===== src/rtl/mpu6050_pkg.sv =====
// mpu6050_pkg: shared types, MPU-6050 register map and the init write table.
//   state_t       sequencer states
//   init_entry_t  one init write {addr, data}
//   init_table()  builds the init table from the configuration bytes
package mpu6050_pkg;

    typedef enum logic [2:0] {
        S_IDLE,
        S_INIT_REQ,
        S_WAIT,
        S_GAP,
        S_READ_REQ,
        S_PERIOD,
        S_ERROR
    } state_t;

    localparam logic [7:0] PWR_MGMT_1   = 8'h6B;
    localparam logic [7:0] ACCEL_CONFIG = 8'h1C;
    localparam logic [7:0] GYRO_CONFIG  = 8'h1B;
    localparam logic [7:0] GYRO_XOUT_H  = 8'h43;

    localparam int INIT_LEN = 3;

    typedef struct packed {
        logic [7:0] addr;
        logic [7:0] data;
    } init_entry_t;

    // Four slots so a 2-bit index never selects outside the array; slot 3 is unused.
    typedef init_entry_t [3:0] init_table_t;

    function automatic init_table_t init_table(input logic [7:0] accel_cfg, input logic [7:0] gyro_cfg);
        init_table_t t;
        t[0] = {PWR_MGMT_1, 8'h00};
        t[1] = {ACCEL_CONFIG, accel_cfg};
        t[2] = {GYRO_CONFIG, gyro_cfg};
        t[3] = '0;
        return t;
    endfunction

endpackage


===== src/rtl/seq_watchdog.sv =====
// seq_watchdog: loadable saturating down-counter.
//   start   load `load` and arm
//   clear   disarm and zero
//   expired armed and count has reached zero (stays high until start/clear)
module seq_watchdog #(
    parameter int W = 8
) (
    input  logic         clk,
    input  logic         rst_n,
    input  logic         start,
    input  logic         clear,
    input  logic [W-1:0] load,
    output logic         expired
);

    logic [W-1:0] cnt;
    logic         run;

    always_ff @(posedge clk or negedge rst_n) begin
        if (!rst_n) begin
            cnt <= '0;
            run <= 1'b0;
        end else if (start) begin
            cnt <= load;
            run <= 1'b1;
        end else if (clear) begin
            cnt <= '0;
            run <= 1'b0;
        end else if (cnt != '0) begin
            cnt <= cnt - 1'b1;
        end
    end

    assign expired = run && cnt == '0;

endmodule


===== src/rtl/mpu6050_seq_ctrl.sv =====
// mpu6050_seq_ctrl: init-write then periodic gyro burst-read scheduler for an I2C byte driver.
//   clk, rst_n                  clock, async active-low reset
//   enable                      run/hold level
//   run_req, r_en, reg_addr,
//   wdata, num_data             request to the driver, held until end_flag
//   end_flag, rdata             driver completion pulse and received bytes
//   gyro_x/y/z, sample_valid    big-endian gyro samples and their update strobe
//   init_done, err              init finished; sticky transaction failure
module mpu6050_seq_ctrl
    import mpu6050_pkg::*;
#(
    parameter int         SAMPLE_DIV  = 3000,
    parameter int         TIMEOUT_CYC = 4096,
    parameter int         MAX_RETRY   = 3,
    parameter logic [7:0] ACCEL_CFG   = 8'h08,
    parameter logic [7:0] GYRO_CFG    = 8'h00
) (
    input  logic               clk,
    input  logic               rst_n,
    input  logic               enable,
    output logic               run_req,
    output logic               r_en,
    output logic [7:0]         reg_addr,
    output logic [7:0]         wdata,
    output logic [2:0]         num_data,
    input  logic               end_flag,
    input  logic [63:0]        rdata,
    output logic signed [15:0] gyro_x,
    output logic signed [15:0] gyro_y,
    output logic signed [15:0] gyro_z,
    output logic               sample_valid,
    output logic               init_done,
    output logic               err
);

    localparam int TW = $clog2(TIMEOUT_CYC + 1);
    localparam int SW = $clog2(SAMPLE_DIV);
    localparam int RW = $clog2(MAX_RETRY + 2);
    // Loads are two short of the period: one cycle for the load edge, one for the
    // decision cycle that sees expired, so the launch-to-launch distance is exact.
    localparam logic [TW-1:0] TMO_LOAD = TW'(TIMEOUT_CYC - 2);
    localparam logic [SW-1:0] SMP_LOAD = SW'(SAMPLE_DIV - 2);
    localparam logic [RW-1:0] MAX_R    = RW'(MAX_RETRY);
    localparam logic [1:0]    LAST_IDX = 2'(INIT_LEN - 1);
    localparam init_table_t   TBL      = init_table(ACCEL_CFG, GYRO_CFG);

    state_t        state, nxt;
    logic          ret_rd;
    logic [1:0]    idx;
    logic [RW-1:0] retry;
    logic          tmo_start, tmo_clear, tmo_exp;
    logic          smp_start, smp_clear, smp_exp;
    logic          done, fail, init_step;
    logic          active, rd;
    logic          unused_rdata;

    assign unused_rdata = ^rdata[63:48];

    seq_watchdog #(.W(TW)) u_tmo (
        .clk     (clk),
        .rst_n   (rst_n),
        .start   (tmo_start),
        .clear   (tmo_clear),
        .load    (TMO_LOAD),
        .expired (tmo_exp)
    );

    seq_watchdog #(.W(SW)) u_smp (
        .clk     (clk),
        .rst_n   (rst_n),
        .start   (smp_start),
        .clear   (smp_clear),
        .load    (SMP_LOAD),
        .expired (smp_exp)
    );

    always_ff @(posedge clk or negedge rst_n) begin
        if (!rst_n) state <= S_IDLE;
        else        state <= nxt;
    end

    // In GAP a nonzero retry count means the last attempt timed out and must be reissued.
    always_comb begin
        nxt       = state;
        tmo_start = 1'b0;
        tmo_clear = 1'b0;
        smp_start = 1'b0;
        smp_clear = 1'b0;
        done      = 1'b0;
        fail      = 1'b0;
        init_step = 1'b0;
        case (state)
            S_IDLE: begin
                smp_clear = 1'b1;
                nxt = !enable ? S_IDLE : init_done ? S_READ_REQ : S_INIT_REQ;
            end
            S_INIT_REQ: begin
                tmo_start = 1'b1;
                nxt = S_WAIT;
            end
            S_READ_REQ: begin
                tmo_start = enable;
                smp_start = enable;
                nxt = enable ? S_WAIT : S_IDLE;
            end
            S_WAIT: begin
                done = end_flag;
                fail = !end_flag && tmo_exp;
                nxt = done ? S_GAP : !fail ? S_WAIT : retry < MAX_R ? S_GAP : S_ERROR;
            end
            S_GAP: begin
                tmo_clear = 1'b1;
                init_step = retry == '0 && !ret_rd;
                nxt = retry != '0 ? (ret_rd ? S_READ_REQ : S_INIT_REQ) :
                      !ret_rd     ? (idx == LAST_IDX ? S_READ_REQ : S_INIT_REQ) :
                      (smp_exp && enable) ? S_READ_REQ : S_PERIOD;
            end
            S_PERIOD: nxt = !enable ? S_IDLE : smp_exp ? S_READ_REQ : S_PERIOD;
            default:  nxt = S_ERROR;
        endcase
    end

    // Request outputs decode from state so they drop the cycle after end_flag/timeout;
    // a READ_REQ seen with enable low never raises run_req.
    assign rd       = state == S_READ_REQ || (state == S_WAIT && ret_rd);
    assign active   = state == S_INIT_REQ || state == S_WAIT || (state == S_READ_REQ && enable);
    assign run_req  = active;
    assign r_en     = active && rd;
    assign reg_addr = !active ? 8'h00 : rd ? GYRO_XOUT_H : TBL[idx].addr;
    assign wdata    = (active && !rd) ? TBL[idx].data : 8'h00;
    assign num_data = !active ? 3'd0 : rd ? 3'd6 : 3'd1;

    always_ff @(posedge clk or negedge rst_n) begin
        if (!rst_n) begin
            ret_rd       <= 1'b0;
            idx          <= '0;
            retry        <= '0;
            err          <= 1'b0;
            init_done    <= 1'b0;
            sample_valid <= 1'b0;
            gyro_x       <= '0;
            gyro_y       <= '0;
            gyro_z       <= '0;
        end else begin
            if (state == S_INIT_REQ || state == S_READ_REQ) ret_rd <= state == S_READ_REQ;
            if (done) retry <= '0;
            else if (fail && retry < MAX_R) retry <= retry + 1'b1;
            if (fail && retry == MAX_R) err <= 1'b1;
            if (init_step) idx <= idx + 1'b1;
            if (init_step && idx == LAST_IDX) init_done <= 1'b1;
            sample_valid <= done && ret_rd;
            if (done && ret_rd) begin
                gyro_x <= {rdata[7:0],   rdata[15:8]};
                gyro_y <= {rdata[23:16], rdata[31:24]};
                gyro_z <= {rdata[39:32], rdata[47:40]};
            end
        end
    end

endmodule

===== config.mk =====
export PLATFORM = sky130hd
export DESIGN_NAME = mpu6050_seq_ctrl
export DESIGN_NICKNAME = d
export VERILOG_FILES = /design/src/rtl/mpu6050_pkg.sv /design/src/rtl/seq_watchdog.sv /design/src/rtl/mpu6050_seq_ctrl.sv
export SDC_FILE = /design/constraint.sdc
export NUM_CORES = 1
export LEC_CHECK = 0
export ABC_CLOCK_PERIOD_IN_PS = 4600
export BUFFER_PORTS_ARGS = -buffer_cell sky130_fd_sc_hd__buf_2
export CORE_MARGIN = 8
export CORE_UTILIZATION = 45
export CTS_BUF_LIST = sky130_fd_sc_hd__clkbuf_8
export DETAILED_ROUTE_END_ITERATION = 12
export GPL_TIMING_DRIVEN = 1
export PLACE_DENSITY_LB_ADDON = 0.08
export SLEW_MARGIN = 40
export SYNTH_ARGS = -nofsm -noshare
export SYNTH_HDL_FRONTEND = slang
export SYNTH_SLANG_ARGS = --single-unit

===== constraint.sdc =====
create_clock -name clk -period 4.6 [get_ports clk]
set_clock_uncertainty 0.1 [all_clocks]
set_input_delay 0.69 -clock clk [delete_from_list [all_inputs] [get_ports clk]]
set_output_delay 0.69 -clock clk [all_outputs]
set_load 0.01 [all_outputs]

==> results.py <==
metrics = {
    "yosys": {
        "synthTopCellsByCount": "dfrtp_1 (87), mux2_2 (50), nand2_1 (19)",
        "syn_avg_cell_area_um2": 11.82,
        "synth_edf_count": 0,
        "yosys.area.top_type_share_pct": 52.33,
        "yosysMostFrequentCell": "dfrtp_1",
        "ys_warn_count": 0,
        "async_flop_share_pct": 100.0,
        "synth_cell_types": 56,
        "ys_seq_area_share_pct": 52.33,
        "synthCells": 352,
        "synth.area.top_cells": "dfrtp_1 (52%), mux2_2 (14%), ha_1 (3.3%)",
        "syn_area_um2": 4160,
        "yosysTopAreaCell": "dfrtp_1",
        "ys_ff_latch": 87,
        "synthFlopType": "dfrtp_1",
    },
    "die": {
        "die_y_um": 112.2,
        "start_util_pct": 45.67,
        "placementRows": 35,
        "core_area_um2": 9109,
        "die_w_um": 112.2,
        "die-area_um2": 12580,
        "io_pins": 140,
    },
    "clock_network": {
        "cts-resized-gates": 0,
        "clkTransAtPathRegs_ns": 0.09,
        "cts.sinks": 87,
        "cts_setup_buffers": 0,
        "cts_tree": "yes",
        "numCtsBuffers": 9,
        "clockBufferDepth": 2,
        "htreeDepth": 3,
        "holdBufCountCts": 0,
        "cts_root_buf": "clkbuf_8",
        "clk-insertion-delay-late_ns": 0.35,
    },
    "detailed_routing": {
        "vias_per_cell": 5.191,
        "wl_um": 9088,
        "ant_nets": 0,
        "wl_per_cell_um": 15.81,
        "firstDrtPassIters": 4,
        "post-route-drc-count": 0,
        "drtIter0Drc": 204,
        "vias": 2985,
    },
    "timing": {
        "fin_setup_tns_ns": 0,
        "report.final.slew_viol_count": 0,
        "worst_slack_ns": 1.940,
        "rsz0062_at_grt": "false",
        "worst-slew-pin-transition_ns": 0.6972,
        "fmax_mhz": 375.9,
        "slew-limit-headroom_pct": 53.52,
        "min_period_ns": 2.660,
        "hold_slack_ns": 0.2458,
        "setup_viol": 0,
        "hold_viol_final": 0,
        "final.period_utilization_pct": 57.83,
    },
    "cells_and_area": {
        "fin_cells": 575,
        "antennaDiodeCount": 0,
        "nFillCells": 834,
        "fin_area_um2": 4931,
        "fin_util_pct": 54.13,
        "drive_gt1_share_pct": 40.95,
        "syn_to_final_growth_pct": 18.53,
        "final_net_count": 538,
    },
    "placed_design": {
        "dp_worst_setup_slack_ns": 2.301,
        "place.gp.congestion": 0.7557,
        "io_buffers": 115,
        "placed_cell_area_um2": 4756,
        "dp_cells": 559,
        "hpwl_um": 6569,
    },
    "grt": {
        "antenna_found_initial": 0,
        "grt.overflow.total": 0,
        "grt_pass1_vias": 2998,
        "grt_max_degree": 88,
        "grt_pass1_wl_um": 15270,
        "gr-usage-all-layers_pct": 14.82,
    },
    "worst_setup_path": {
        "end_kind": "output port",
        "rr_worst_depth": 4,
        "cp.arrival_ns": 1.87,
        "critical_path.max_fanout": 19,
        "worstSetupPathType": "reg2out",
        "worst-r2r-setup-slack_ns": 2.48,
        "startpoint_type": "register",
        "crit_required_ns": 3.81,
    },
    "pwr": {
        "leakagePower_nw": 2.555,
        "peakVddDrop_mv": 0.1614,
        "power_mw": 1.286,
        "powerDensity_nw_per_um2": 260.9,
    },
    "flow_run": {
        "maxCapViolCount": 0,
    },
    "run_status": {
        "status": "complete, no violations",
    },
    "hold_path": {
        "hold_class": "in2async",
    },
}
-- cell families (layout without fill, tap and decap cells) --
group	Yosys count	count (layout)	synth area share (%)
other cells	1	8	0.09014
buf+inv	40	145	5.113
xor+xnor	19	19	4.000
mux	52	52	14.02
fa+ha+maj	11	11	3.308
compound gates	50	50	7.820
flops	87	87	52.33
simple gates	92	92	13.32
-- layer usage --
metal / vias up / global-route usage, % / part of all wire, %
li1: 1433 / - / -
met1: 1451 / 18.91 / 45
met2: 94 / 23.20 / 47
met3: 7 / 4.402 / 7.1
met4: 0 / 5.665 / 0.92
met5: - / 0 / 0
-- final cells by class --
type	count	area, um2	share of cell area [%]
tap	111	138.9	2.817
timing repair buffer	116	591.8	12.00
inverter	13	48.80	0.9896
clock buffer	9	123.9	2.512
clock inverter	7	48.80	0.9896
multi-input combinational	232	1802	36.54
sequential	87	2177	44.15
-- registers in the layout, summed over array words and instances, names as in the netlist --
| name | cells |
|---|---|
| err | 1 |
| gyro_x | 16 |
| gyro_y | 16 |
| gyro_z | 16 |
| idx | 2 |
| init_done | 1 |
| ret_rd | 1 |
| retry | 3 |
| sample_valid | 1 |
| state | 3 |
| u_smp.cnt | 12 |
| u_smp.run | 1 |
| u_tmo.cnt | 13 |
| u_tmo.run | 1 |
-- cells in the final DEF (no fill, tap or decap), types with 3 or more instances in the layout --
cell type	instances
nand3b_1	5
clkbuf_8	10
a21oi_1	10
xor2_1	11
buf_2	114
o21ai_0	16
mux2_2	50
nor3b_1	3
nor2_1	14
nand3_1	9
nand2b_1	5
nor3_1	7
inv_1	14
clkinvlp_4	3
conb_1	8
nand4b_1	4
xnor2_1	8
and2_1	4
a21o_1	3
nand2_1	19
ha_1	11
dfrtp_1	87
-- path summary, 6_finish.rpt --
check | startpoint | endpoint
worst max-delay path | state[2]$_DFF_PN0_ | reg_addr[0]
worst min-delay path | rst_n | u_tmo.cnt[10]$_DFFE_PN0P_
worst max register to register | state[2]$_DFF_PN0_ | gyro_y[14]$_DFFE_PN0P_
worst min register to register | gyro_y[15]$_DFFE_PN0P_ | gyro_y[15]$_DFFE_PN0P_
max in group asynchronous | rst_n | gyro_x[13]$_DFFE_PN0P_
min in group clk | gyro_y[15]$_DFFE_PN0P_ | gyro_y[15]$_DFFE_PN0P_
-- critical path, cell delays in order, from the launching register on --
cell and delay, ns:
dfrtp_1 0.60, nand3b_1 0.29, a21oi_1 0.20, nor2_1 0.08
a21oi_1 0.19, buf_2 0.17
-- where the power goes --
group	internal, mW	leakage (nW)	switching (mW)	total, mW
sequential	0.764	1.11	0	0.764
combinational	0.0169	1.36	0.0246	0.0415
clock	0.196	0.0830	0.285	0.481
No activity file was read; power rests on OpenSTA's default activity.
